File: src/rtl/barrel_rotator_arbiter.sv
// barrel_rotator_arbiter: shares one right-rotator between REQUESTERS
// valid/ready clients and returns each result through a one-entry,
// id-tagged output register.
// Optional feature macro: BARREL_ROTATOR_ARBITER_ROUND_ROBIN_EN
//   defined   -> round-robin arbitration starting at a rotating pointer
//   undefined -> fixed priority, lowest requester index wins

// Purely combinational log-depth right rotator.
module barrel_rotator_right #(
    parameter int WIDTH = 8,
    localparam int WIDTH_LOG2 = $clog2(WIDTH)
) (
    input  logic [WIDTH-1:0]      data,
    input  logic [WIDTH_LOG2-1:0] rotation,
    output logic [WIDTH-1:0]      result
);
    logic [WIDTH-1:0] stage [WIDTH_LOG2+1];

    assign stage[0] = data;

    // Stage s rotates right by 2**s when rotation bit s is set.
    for (genvar s = 0; s < WIDTH_LOG2; s++) begin : g_stage
        localparam int SHIFT = 1 << s;
        assign stage[s+1] = rotation[s]
            ? {stage[s][SHIFT-1:0], stage[s][WIDTH-1:SHIFT]}
            : stage[s];
    end

    assign result = stage[WIDTH_LOG2];
endmodule

module barrel_rotator_arbiter #(
    parameter int WIDTH      = 8,
    parameter int REQUESTERS = 4,
    localparam int WIDTH_LOG2      = $clog2(WIDTH),
    localparam int REQUESTERS_LOG2 = $clog2(REQUESTERS)
) (
    input  logic                             clock,
    input  logic                             reset,
    input  logic [REQUESTERS-1:0]            request_valid,
    output logic [REQUESTERS-1:0]            request_ready,
    input  logic [REQUESTERS*WIDTH-1:0]      request_data,
    input  logic [REQUESTERS*WIDTH_LOG2-1:0] request_rotation,
    output logic                             response_valid,
    input  logic                             response_ready,
    output logic [WIDTH-1:0]                 response_data,
    output logic [REQUESTERS_LOG2-1:0]       response_id
);
    logic                       slot_free;
    logic                       grant_any;
    logic                       accept;
    logic [REQUESTERS_LOG2-1:0] winner;
    logic [WIDTH-1:0]           winner_data;
    logic [WIDTH_LOG2-1:0]      winner_rotation;
    logic [WIDTH-1:0]           rotated;

    // The output slot can take a new result if it is empty or draining now.
    assign slot_free = !response_valid || response_ready;
    assign accept    = grant_any && slot_free && !reset;

`ifdef BARREL_ROTATOR_ARBITER_ROUND_ROBIN_EN
    logic [REQUESTERS_LOG2-1:0] pointer;

    // Round-robin search: first valid requester at or above pointer, wrapping.
    always_comb begin
        logic [REQUESTERS_LOG2-1:0] candidate;
        // NOTE: every variable gets a default first so no path leaves it unassigned, which would infer a latch.
        candidate = '0;
        grant_any = 1'b0;
        winner    = '0;
        for (int offset = 0; offset < REQUESTERS; offset++) begin
            candidate = REQUESTERS_LOG2'((int'(pointer) + offset) % REQUESTERS);
            if (!grant_any && request_valid[candidate]) begin
                grant_any = 1'b1;
                winner    = candidate;
            end
        end
    end

    // Advance the pointer past the winner on each grant; hold otherwise.
    always_ff @(posedge clock) begin
        if (reset) begin
            pointer <= '0;
        end else if (accept) begin
            if (winner == REQUESTERS_LOG2'(REQUESTERS - 1)) begin
                pointer <= '0;
            end else begin
                pointer <= winner + 1'b1;
            end
        end
    end
`else
    // Fixed priority: scan downward so the lowest valid index is written last.
    always_comb begin
        grant_any = 1'b0;
        winner    = '0;
        for (int i = REQUESTERS - 1; i >= 0; i--) begin
            if (request_valid[i]) begin
                grant_any = 1'b1;
                winner    = REQUESTERS_LOG2'(i);
            end
        end
    end
`endif

    assign request_ready   = accept ? (REQUESTERS'(1) << winner) : '0;
    assign winner_data     = request_data[int'(winner)*WIDTH +: WIDTH];
    assign winner_rotation = request_rotation[int'(winner)*WIDTH_LOG2 +: WIDTH_LOG2];

    barrel_rotator_right #(
        .WIDTH(WIDTH)
    ) u_rotator (
        .data    (winner_data),
        .rotation(winner_rotation),
        .result  (rotated)
    );

    // One-entry output register: refill on grant, empty on drain without refill.
    always_ff @(posedge clock) begin
        // NOTE: sequential state uses non-blocking assignments so all registers update from pre-edge values.
        if (reset) begin
            response_valid <= 1'b0;
            response_data  <= '0;
            response_id    <= '0;
        end else if (accept) begin
            response_valid <= 1'b1;
            response_data  <= rotated;
            response_id    <= winner;
        end else if (slot_free) begin
            response_valid <= 1'b0;
        end
    end
endmodule

File: config.mk
export PLATFORM = sky130hd
export DESIGN_NAME = barrel_rotator_arbiter
export DESIGN_NICKNAME = d
export VERILOG_FILES = /design/src/rtl/barrel_rotator_arbiter.sv
export SDC_FILE = /design/constraint.sdc
export NUM_CORES = 1
export LEC_CHECK = 0
export BUFFER_PORTS_ARGS = -buffer_cell sky130_fd_sc_hd__buf_2
export CORE_MARGIN = 2
export CORE_UTILIZATION = 44
export CTS_CLUSTER_DIAMETER = 200
export DETAILED_ROUTE_END_ITERATION = 10
export PLACE_DENSITY = 0.8
export SLEW_MARGIN = 25
export SYNTH_ARGS = -nofsm -noshare
export SYNTH_HDL_FRONTEND = slang
export SYNTH_HIERARCHICAL = 1
export SYNTH_SLANG_ARGS = --single-unit
File: constraint.sdc
create_clock -name clock -period 3.25 [get_ports clock]
set_clock_uncertainty 0.1 [all_clocks]
set_input_delay 0.1625 -clock clock [delete_from_list [all_inputs] [get_ports clock]]
set_output_delay 0.1625 -clock clock [all_outputs]
set_load 0.005 [all_outputs]
Word level (Yosys, flattened, before mapping)
Index checks and enable logic that the tools add are counted.
{"block": "totals", "register_bits": 11, "latch_bits": 0, "ramBits": 0, "rom_bits": 0, "input_bits": 51, "out_inout_bits": 15, "word_cells": 27, "mem_count": 0}
{"block": "op_classes", "n_addsub": 0, "mul": 1, "div_mod_pow": 0, "order_cmp": 0, "eq_ne": 0, "shifts": 3, "n_mux": 14, "n_bitwise": 0, "n_reduce_logical": 6}
{"cell": "$shiftx 32x6->8", "count": 1}
{"cell": "$mux 8", "count": 3}
{"cell": "$shiftx 12x5->3", "count": 1}
{"cell": "$mux 2", "count": 4}
{"cell": "$mux 1", "count": 6}
{"cell": "$mul 2x2->4 const B", "count": 1}
{"cell": "$mux 4", "count": 1}
{"cell": "$shl 1x2->4 const A", "count": 1}
{"cell": "$logic_and 1x1->1", "count": 2}
{"cell": "$logic_not 1->1", "count": 2}
{"cell": "$reduce_bool 2->1", "count": 1}
{"cell": "$logic_or 1x1->1", "count": 1}

Logic depth before layout (Yosys ltp)
Gate-level depths: netlist of the first run.
{"block": "depth", "depth_word": 9, "mapped_depth": 9, "mapped_depth_nobuf": 6}

Hierarchy
Netlist of the first run, hierarchy kept.
{"mod": "barrel_rotator_arbiter", "instances": 1, "cells_each": 101, "area_per_inst_um2": 848.3, "seq_area_each_um2": 220.2}
{"mod": "barrel_rotator_right", "instances": 1, "cells_each": 19, "area_per_inst_um2": 326.6, "seq_area_each_um2": 0.0}

Least setup slack after synthesis of the first run
Ideal clock, no wire load.
{"block": "synth_path", "path_type": "input-to-reg", "from": "input request_valid[1]", "to": "register response_data[0]", "setup_ps": 121, "arrival_ps": 2187, "required_ps": 3029, "setup_slack_ps": 842, "stages": 9, "path_buffers": 3, "path_cell_list": "buf_2 -> nor3_1 -> or2_1 -> clkbuf_1 -> a22o_1 -> buf_6 -> mux4_1 -> mux2_2 -> mux2_2"}
{"block": "synth_between", "elab_cells_between_ends": 12, "classes_between": "mul: 1; shift: 2; mux: 7; reduce/logical: 2"}
{"item": "start, declared", "line_no": "40", "source": "input logic [REQUESTERS-1:0] request_valid,"}
{"item": "$mux 2 (2 in series)", "line_no": "98", "source": "if (request_valid[i]) begin"}
{"item": "$mul 2x2->4", "line_no": "108", "source": "assign winner_rotation = request_rotation[int'(winner)*WIDTH_LOG2 +: WIDTH_LOG2];"}
{"item": "$shiftx 12x5->3", "line_no": "108"}
{"item": "net winner_rotation[2]", "line_no": "54", "source": "logic [WIDTH_LOG2-1:0] winner_rotation;"}
{"item": "$mux 8", "line_no": "25", "source": "? {stage[s][SHIFT-1:0], stage[s][WIDTH-1:SHIFT]}"}
{"item": "net rotated[0]", "line_no": "55", "source": "logic [WIDTH-1:0] rotated;"}
{"item": "end signal, assigned", "line_no": "127", "source": "response_data <= rotated;"}
{"item": "end, declared", "line_no": "46", "source": "output logic [WIDTH-1:0] response_data,"}
The timed path passes the listed nets, and every way through them passes these cells.
A chain may end at the register's enable or synchronous reset.

Worst setup path in the final report of the first run
{"block": "layout_path", "from": "input request_valid[1]", "to": "register response_data[5]"}
The elaborated chain is that of the path after synthesis.

==> flow_metrics.py, run 1 <==
metrics = {
    "floorplanning": {
        "ios": 66,
        "dieArea_mm2": 0.00310,
        "core_area_mm2": 0.00250,
        "die_x_um": 55.7,
        "rows": 18,
        "die_h_um": 55.7,
        "initial_utilization_pct": 47.0,
    },
    "finish": {
        "diodes": 0,
        "final_cell_mix": "buf_2 (65), mux2_2 (16), nor2b_1 (12)",
        "nNetsFinal": 230,
        "layout_commonest_cell": "buf_2",
        "syn_to_final_growth_pct": 28.2,
        "layout-drive-gt1-share_pct": 48.9,
        "stdcell_count": 208,
    },
    "drt": {
        "first_pass_iters": 4,
        "routedWlPerCell_um": 14.5,
        "wl_met3_um": 227,
        "wl_um": 3030,
        "drtAntennaViolNets": 0,
        "vias": 1217,
        "avgViaCountPerCell": 5.85,
        "first_iter_violations": 11,
        "top_layer_used": "met4",
        "drc": 0,
        "wl_met2_um": 1510,
        "met1_length_um": 1190,
    },
    "setup_path": {
        "worst_setup_path_end_kind": "flop",
        "startpoint_type": "input port",
        "rrSetupSlack_ns": 1.71,
        "crit_type": "input port to flop",
        "critPathMaxFanout": 27,
        "cp.required_ns": 3.31,
        "worst_r2r_endpoint": "response_data[2]",
        "reg2reg_depth": 3,
        "cp_data_arrival_time_ns": 2.55,
        "reg2reg_from": "response_valid",
    },
    "yosys": {
        "synth.avg_cell_area_um2": 9.79,
        "ys_ff_latch": 11,
        "synthArstFlopShare_pct": 0,
        "syn-num-nets": 171,
        "ys_seq_area_share_pct": 18.7,
        "synth_area_leaders": "dfxtp_1 (19%), mux4_1 (18%), mux2_2 (15%)",
        "synth-main-ff-cell": "dfxtp_1",
        "synth_top_area_share_pct": 18.7,
        "netlist_area_mm2": 0.00117,
        "synth_area_leader_cell": "dfxtp_1",
        "yosys_warnings": 6,
        "synth.distinct_cells": 24,
        "synth_cells": 120,
        "synth-edff-count": 0,
    },
    "placement": {
        "gp_congestion": 0.785,
        "port_buffers": 65,
        "hpwlAfterDp_um": 2440,
        "dp.cells": 204,
    },
    "job": {
        "maxCapViolCount": 0,
    },
    "pwr": {
        "p_clk_share_pct": 18.8,
        "power_per_cell_area_mw_per_mm2": 322,
        "p_seq_share_pct": 34.2,
        "swShare_pct": 30.5,
        "p_leak_uw": 0.000761,
        "p_sw_uw": 148,
        "p_comb_share_pct": 47.0,
        "internal_power_uw": 338,
        "vdd_ir_drop_max_mv": 0.291,
    },
    "clocking": {
        "cts_hold_buf": 0,
        "path_clk_slew_ns": 0.07,
        "cts_root_buf": "clkbuf_4",
        "cts_buffer_depth": 2,
        "clk_latency_ns": 0.26,
        "post_cts_buffers": 0,
        "cts_tree": "built",
        "htreeDepth": 1,
        "cts_resized": 0,
        "clock-sinks": 11,
        "numCtsBuffers": 3,
    },
    "timing": {
        "finalCritPeriodShare_pct": 76.8,
        "hold_viol": 0,
        "slew_headroom_pct": 67.7,
        "period_needed_ns": 2.50,
        "finalMaxSlewViolations": 0,
        "finalSetupViolCount": 0,
        "finalSetupTns_ns": 0,
        "tightest_slew_ns": 0.483,
        "rsz0062_at_grt": "no",
        "max_freq_mhz": 401,
    },
    "worst_hold_path": {
        "min_path_cells": 2,
        "hold_path_startpoint": "reset",
        "hold_path_class": "input port to flop",
        "hold_path_end": "response_valid",
    },
    "status": {
        "status": "finished clean",
    },
    "global_route": {
        "grt_pass1_vias": 1165,
        "grt_first_pass_wirelength_um": 4880,
        "antenna_found_initial": 0,
        "grt_max_degree": 28,
        "grt_usage_pct": 19.3,
        "grt_overflow_total": 0,
    },
}
[kinds of logic (layout without fill, tap and decap cells)]
| group | Yosys count | in the layout | share of synthesized area [%] |
|---|---|---|---|
| DFF | 11 | 11 | 18.7 |
| AOI/OAI and AO/OA | 35 | 35 | 23.7 |
| buffers and inverters | 23 | 81 | 9.05 |
| muxes | 25 | 25 | 34.1 |
| and+or+nand+nor | 26 | 26 | 14.4 |
[per-stage QoR]
step           utilization [%]  area, um^2  hold WS (ns)  total power (uW)  setup WS [ns]
3_5_place_dp              59.2        1480         0.377               398          0.482
3_3_place_gp              59.2        1480         0.364               389          0.582
4_1_cts                   60.3        1510         0.144               492          0.765
5_1_grt                   60.3        1510         0.185               520          0.618
6_report                  60.3        1510         0.148               486          0.754
2_1_floorplan                -        1170         0.276               324          0.842
[power by group through the flow]
stage | Combinational (uW) | Clock, uW | Sequential (uW)
2_1_floorplan | 152 | 0 | 172
3_3_place_gp | 221 | 0 | 168
3_5_place_dp | 229 | 0 | 169
4_1_cts | 230 | 96.1 | 167
5_1_grt | 248 | 103 | 169
6_report | 228 | 91.5 | 166
[layout make-up]
cell class / instances / area, um^2
flip-flops and latches: 11 / 220
fillers: 236 / 993
multi-input cells: 86 / 848
inverters: 11 / 41.3
clock buffers: 4 / 26.3
well taps: 30 / 37.5
repair buffers: 66 / 333
[synth_stat cells (2+ instances only)]
library cell   n
mux2_2        16
nor2b_1       12
a21oi_1       11
a221o_1       11
a22o_1        11
dfxtp_1       11
inv_1         11
mux4_1         8
clkbuf_1       5
buf_2          4
nor2_1         4
and3_1         2
buf_6          2
nor3_1         2
[critical path, stage by stage]
cell	delay (ns)
buf_2	0.24
nor3_1	0.17
or2_1	0.34
a22o_1	0.42
mux4_1	0.64
mux2_2	0.31
mux2_2	0.26
[worst max-delay path by stage]
stage                           from                to  slack, ns
floorplan           request_valid[1]  response_data[0]       0.84
global placement    request_valid[1]  response_data[5]       0.58
detailed placement  request_valid[1]  response_data[5]       0.48
CTS                 request_valid[1]  response_data[5]       0.76
global route        request_valid[1]  response_data[5]       0.62
finish              request_valid[1]  response_data[5]       0.75
[layer usage]
layer	vias up	GRT usage (%)
met2	58	34.0
li1	589	-
met1	558	21.6
met4	0	8.01
met3	12	5.35
met5	-	0
[registers in the layout, indices dropped and copies added (netlist names)]
| register | count |
|---|---|
| response_data | 8 |
| response_id | 2 |
| response_valid | 1 |
Note: power is estimated with default switching activity, not from simulation.
==> run 2, diff against run 1 <==
CORE_UTILIZATION = 40   (was 44)
PLACE_DENSITY = 0.76   (was 0.8)
clock period = 2.2 ns   (was 3.25 ns; I/O delays follow)
==> run 2 against run 1 <==
Effect of this change:
- worst hold slack got worse by 0.058 ns
- utilization is 1.8 points lower
- clock power up 50%
- via count rose by 3.7%
- worst setup slack worse by 0.69 ns
- final cell count increased by 6.7%
- combinational power rose by 60%
- sequential share of layout area down 1.1 points
- first-iteration DRC count grew 120%
- global-route usage grew 0.74 points
- register-to-register slack worse by 1.0 ns
- critical path type unchanged
==> flow_metrics.py, run 2 (synthesized netlist as in run 1, its figures left out) <==
metrics = {
    "setup_path": {
        "cp.required_ns": 2.25,
        "cp_data_arrival_time_ns": 2.19,
        "worst_path_max_delay_cell": "mux4_1",
        "startpoint_type": "input port",
        "critPathMaxFanout": 7,
        "crit_type": "input port to flop",
        "worstPathCellList": "buf_2, buf_4, buf_4, a221o_1, a22o_1, mux4_1, mux2_2, mux2_2",
        "cpPeakStageDelay_ns": 0.51,
        "worst_setup_path_end_kind": "flop",
    },
    "timing": {
        "finalCritPeriodShare_pct": 97.0,
        "tightest_slew_ns": 0.491,
        "period_needed_ns": 2.13,
        "max_freq_mhz": 469,
        "finalSetupViolCount": 0,
        "finalMaxSlewViolations": 0,
        "slew_headroom_pct": 67.2,
        "finalSetupTns_ns": 0,
        "rsz0062_at_grt": "no",
        "setup_slack_ns": 0.0670,
        "hold_viol": 0,
    },
    "drt": {
        "drtAntennaViolNets": 0,
        "first_iter_violations": 24,
        "wl_um": 3200,
        "vias": 1262,
        "drc": 0,
        "first_pass_iters": 4,
        "routedWlPerCell_um": 14.4,
        "avgViaCountPerCell": 5.68,
    },
    "global_route": {
        "grt_util_met2_pct": 35.4,
        "grt_usage_pct": 20.0,
        "grt_pass1_vias": 1227,
        "grt_util_met1_pct": 25.0,
        "antenna_found_initial": 0,
        "grt_first_pass_wirelength_um": 5350,
        "grt_use_met3_pct": 4.69,
        "busiest_layer": "met2",
        "grt_overflow_total": 0,
        "grt_max_degree": 27,
    },
    "job": {
        "maxCapViolCount": 0,
    },
    "finish": {
        "n_fill_cell": 254,
        "layout_commonest_cell": "buf_2",
        "regMostFlops": "response_data",
        "nNetsFinal": 243,
        "layout-drive-gt1-share_pct": 54.5,
        "syn_to_final_growth_pct": 38.4,
        "reg.largest.list": "response_data x8, response_id x2, response_valid x1",
        "diodes": 0,
        "final_area_mm2": 0.00163,
        "final_cell_mix": "buf_2 (65), mux2_2 (16), buf_4 (13)",
        "stdcell_count": 222,
        "largest_reg_flops": 8,
    },
    "floorplanning": {
        "ios": 66,
        "die_h_um": 58.2,
        "core_area_mm2": 0.00278,
        "initial_utilization_pct": 42.2,
        "dieArea_mm2": 0.00339,
        "die_x_um": 58.2,
        "rows": 19,
    },
    "clocking": {
        "htreeDepth": 1,
        "cts_buffer_depth": 2,
        "cts_root_buf": "clkbuf_4",
        "numCtsBuffers": 3,
        "clock-sinks": 11,
        "clk_latency_ns": 0.27,
        "cts_hold_buf": 0,
        "path_clk_slew_ns": 0.08,
        "cts_tree": "built",
    },
    "worst_hold_path": {
        "hold_path_class": "input port to flop",
    },
    "status": {
        "status": "finished clean",
    },
    "pwr": {
        "p_sw_uw": 230,
        "p_leak_uw": 0.000832,
        "vdd_ir_drop_max_mv": 0.394,
        "p_clk_share_pct": 18.3,
        "power_per_cell_area_mw_per_mm2": 460,
        "p_comb_share_pct": 48.9,
        "swShare_pct": 30.7,
        "p_seq_share_pct": 32.8,
        "internal_power_uw": 518,
    },
    "placement": {
        "dp.cells": 218,
        "port_buffers": 65,
        "place_ws_ns": -0.295,
        "hpwlAfterDp_um": 2550,
        "gp_congestion": 0.800,
        "dpl_cell_area_mm2": 0.00159,
    },
}
-- run 2: path summary, 6_finish.rpt --
| path | start | to | slack [ns] | cells after the start |
|---|---|---|---|---|
| max reg2reg | response_valid | response_data[5] | 0.66 | 3 |
| min reg2reg | response_id[0] | response_id[0] | 0.38 | 2 |
| min | reset | response_valid | 0.09 | 2 |
| max | request_valid[2] | response_data[3] | 0.07 | 8 |
-- run 2: stage by stage --
| step | total power (uW) | util, % | hold WS [ns] |
|---|---|---|---|
| finish | 747 | 58.5 | 0.0903 |
| global route | 804 | 58.5 | 0.102 |
| CTS | 753 | 58.3 | 0.0840 |
| detailed placement | 610 | 57.2 | 0.366 |
| global placement | 599 | 57.2 | 0.362 |
| floorplan | 482 | - | 0.223 |
-- run 2: cell type report --
type / count / area, um^2 / share of cell area (%)
flip-flops and latches: 11 / 220 / 13.5
inverters: 11 / 41.3 / 2.54
clock inverters: 1 / 5.00 / 0.308
clock buffers: 3 / 22.5 / 1.38
well taps: 31 / 38.8 / 2.38
multi-input cells: 86 / 856 / 52.6
repair buffers: 79 / 443 / 27.2
-- run 2: critical path, delay by kind of cell --
kind            cells  cell delay, ns
mux                 3            1.05
compound gates      2            0.61
buf+inv             3            0.42
-- run 2: metal layers --
metal	vias up	wire length [um]
li1	612	-
met5	-	0
met4	0	20
met2	49	1630
met3	4	204
met1	597	1340
-- run 2: power by group through the flow --
stage / clock, uW / sequential, uW / combinational, uW
detailed placement: 0 / 250 / 360
global placement: 0 / 248 / 351
CTS: 145 / 245 / 363
global route: 153 / 249 / 403
finish: 137 / 245 / 365
floorplan: 0 / 254 / 228
-- run 2: timing repair --
| item | CTS | global route |
|---|---|---|
| resized for setup | 1 | 2 |
| setup endpoints to repair | 1 | 3 |
| setup buffers | 0 | 0 |
| pin swaps | 0 | 0 |
==> run 3, diff against run 2 <==
RECOVER_POWER = 25   (was default)
==> run 3 against run 2 <==
Effect of this change:
- wire length stayed put
- combinational power hardly changed
- worst hold slack hardly changed
- count of clock-buffer cells in the layout stayed put
- global-route usage stayed put
- maximum frequency hardly changed
- first-iteration DRC count stayed put
- sequential power hardly changed
- via count stayed put
- die area stayed put
- final cell count stayed put
- critical path type unchanged
- largest cell class unchanged
- highest routed layer unchanged
==> flow_metrics.py, run 3 (synthesized netlist as in run 1, its figures left out) <==
metrics = {
    "finish": {
        "final_area_mm2": 0.00162,
        "diodes": 0,
        "final_cell_mix": "buf_2 (63), mux2_2 (16), buf_4 (13)",
        "layout_commonest_cell": "buf_2",
        "reg.largest.list": "response_data x8, response_id x2, response_valid x1",
        "nNetsFinal": 243,
        "regMostFlops": "response_data",
        "fin_util_pct": 58.4,
        "largest_reg_flops": 8,
        "layout-drive-gt1-share_pct": 53.4,
        "syn_to_final_growth_pct": 38.2,
    },
    "timing": {
        "tightest_slew_ns": 0.491,
        "finalMaxSlewViolations": 0,
        "rsz0062_at_grt": "no",
        "finalCritPeriodShare_pct": 97.0,
        "slew_headroom_pct": 67.2,
        "finalSetupViolCount": 0,
        "period_needed_ns": 2.13,
        "max_freq_mhz": 469,
        "setup_slack_ns": 0.0669,
        "hold_viol": 0,
        "holdWs_ns": 0.0901,
    },
    "clocking": {
        "htreeDepth": 1,
        "cts_buffer_depth": 2,
        "path_clk_slew_ns": 0.08,
        "cts_hold_buf": 0,
        "clk_latency_ns": 0.27,
        "numCtsBuffers": 3,
        "cts_root_buf": "clkbuf_4",
        "cts_tree": "built",
        "clock-sinks": 11,
        "post_cts_buffers": 0,
    },
    "floorplanning": {
        "core_area_mm2": 0.00278,
        "dieArea_mm2": 0.00339,
        "rows": 19,
        "ios": 66,
        "die_x_um": 58.2,
        "die_h_um": 58.2,
        "initial_utilization_pct": 42.2,
    },
    "setup_path": {
        "reg2reg_depth": 3,
        "cp_data_arrival_time_ns": 2.19,
        "worst_setup_path_end_kind": "flop",
        "startpoint_type": "input port",
        "cp.required_ns": 2.25,
        "critPathMaxFanout": 7,
        "crit_type": "input port to flop",
    },
    "drt": {
        "routedWlPerCell_um": 14.4,
        "first_pass_iters": 4,
        "drtAntennaViolNets": 0,
        "first_iter_violations": 24,
        "avgViaCountPerCell": 5.68,
        "vias": 1262,
        "wl_um": 3200,
        "drc": 0,
    },
    "pwr": {
        "fin_total_pwr_uw": 746,
        "power_per_cell_area_mw_per_mm2": 459,
        "p_leak_uw": 0.000825,
        "vdd_ir_drop_max_mv": 0.394,
    },
    "placement": {
        "gp_congestion": 0.800,
        "hpwlAfterDp_um": 2550,
        "port_buffers": 65,
        "place_ws_ns": -0.295,
        "dpl_cell_area_mm2": 0.00159,
    },
    "global_route": {
        "grt_max_degree": 27,
        "antenna_found_initial": 0,
        "grt_usage_pct": 20.0,
        "grt_pass1_vias": 1227,
        "grt_overflow_total": 0,
        "grt_first_pass_wirelength_um": 5350,
    },
    "status": {
        "status": "finished clean",
    },
    "worst_hold_path": {
        "min_path_cells": 2,
        "hold_path_class": "input port to flop",
    },
    "job": {
        "maxCapViolCount": 0,
    },
}
-- run 3: through the flow --
step / cells / setup TNS [ns]
global route: 222 / 0
finish: 222 / 0
detailed placement: 218 / -2.10
global placement: 218 / -1.57
CTS: 222 / 0
floorplan: 120 / 0
-- run 3: layout make-up --
| class | count | area [um^2] |
|---|---|---|
| sequential | 11 | 220 |
| clock inverter | 1 | 5.00 |
| multi-input combinational | 86 | 856 |
| timing repair buffer | 79 | 440 |
| inverter | 11 | 41.3 |
| fill | 256 | 1160 |
| clock buffer | 3 | 22.5 |
| tap | 31 | 38.8 |
-- run 3: report_power, final --
part,switching [uW],internal [uW]
combinational,147,217
sequential,12.9,232
clock,69.7,67.3
total,230,516
-- run 3: path summary, 6_finish.rpt --
kind                    start               end  slack (ns)
max          request_valid[2]  response_data[3]        0.07
min reg2reg    response_id[0]    response_id[0]        0.38
min                     reset    response_valid        0.09
max reg2reg    response_valid  response_data[5]        0.66
-- run 3: timing repair --
action / 4_1_cts / 5_1_grt
setup endpoints to repair: 1 / 3
resized for setup: 1 / 2
hold endpoints to repair: 0 / 0
-- run 3: critical path, stage by stage --
cell,delay [ns]
buf_2,0.13
buf_4,0.14
buf_4,0.15
a221o_1,0.31
a22o_1,0.30
mux4_1,0.51
mux2_2,0.28
mux2_2,0.26
-- run 3: metal layers --
metal	global-route usage (%)	wire, um	up-vias
met1	25.0	1340	597
li1	-	-	612
met5	0	0	-
met3	4.69	203	4
met4	3.65	20	0
met2	35.4	1630	49
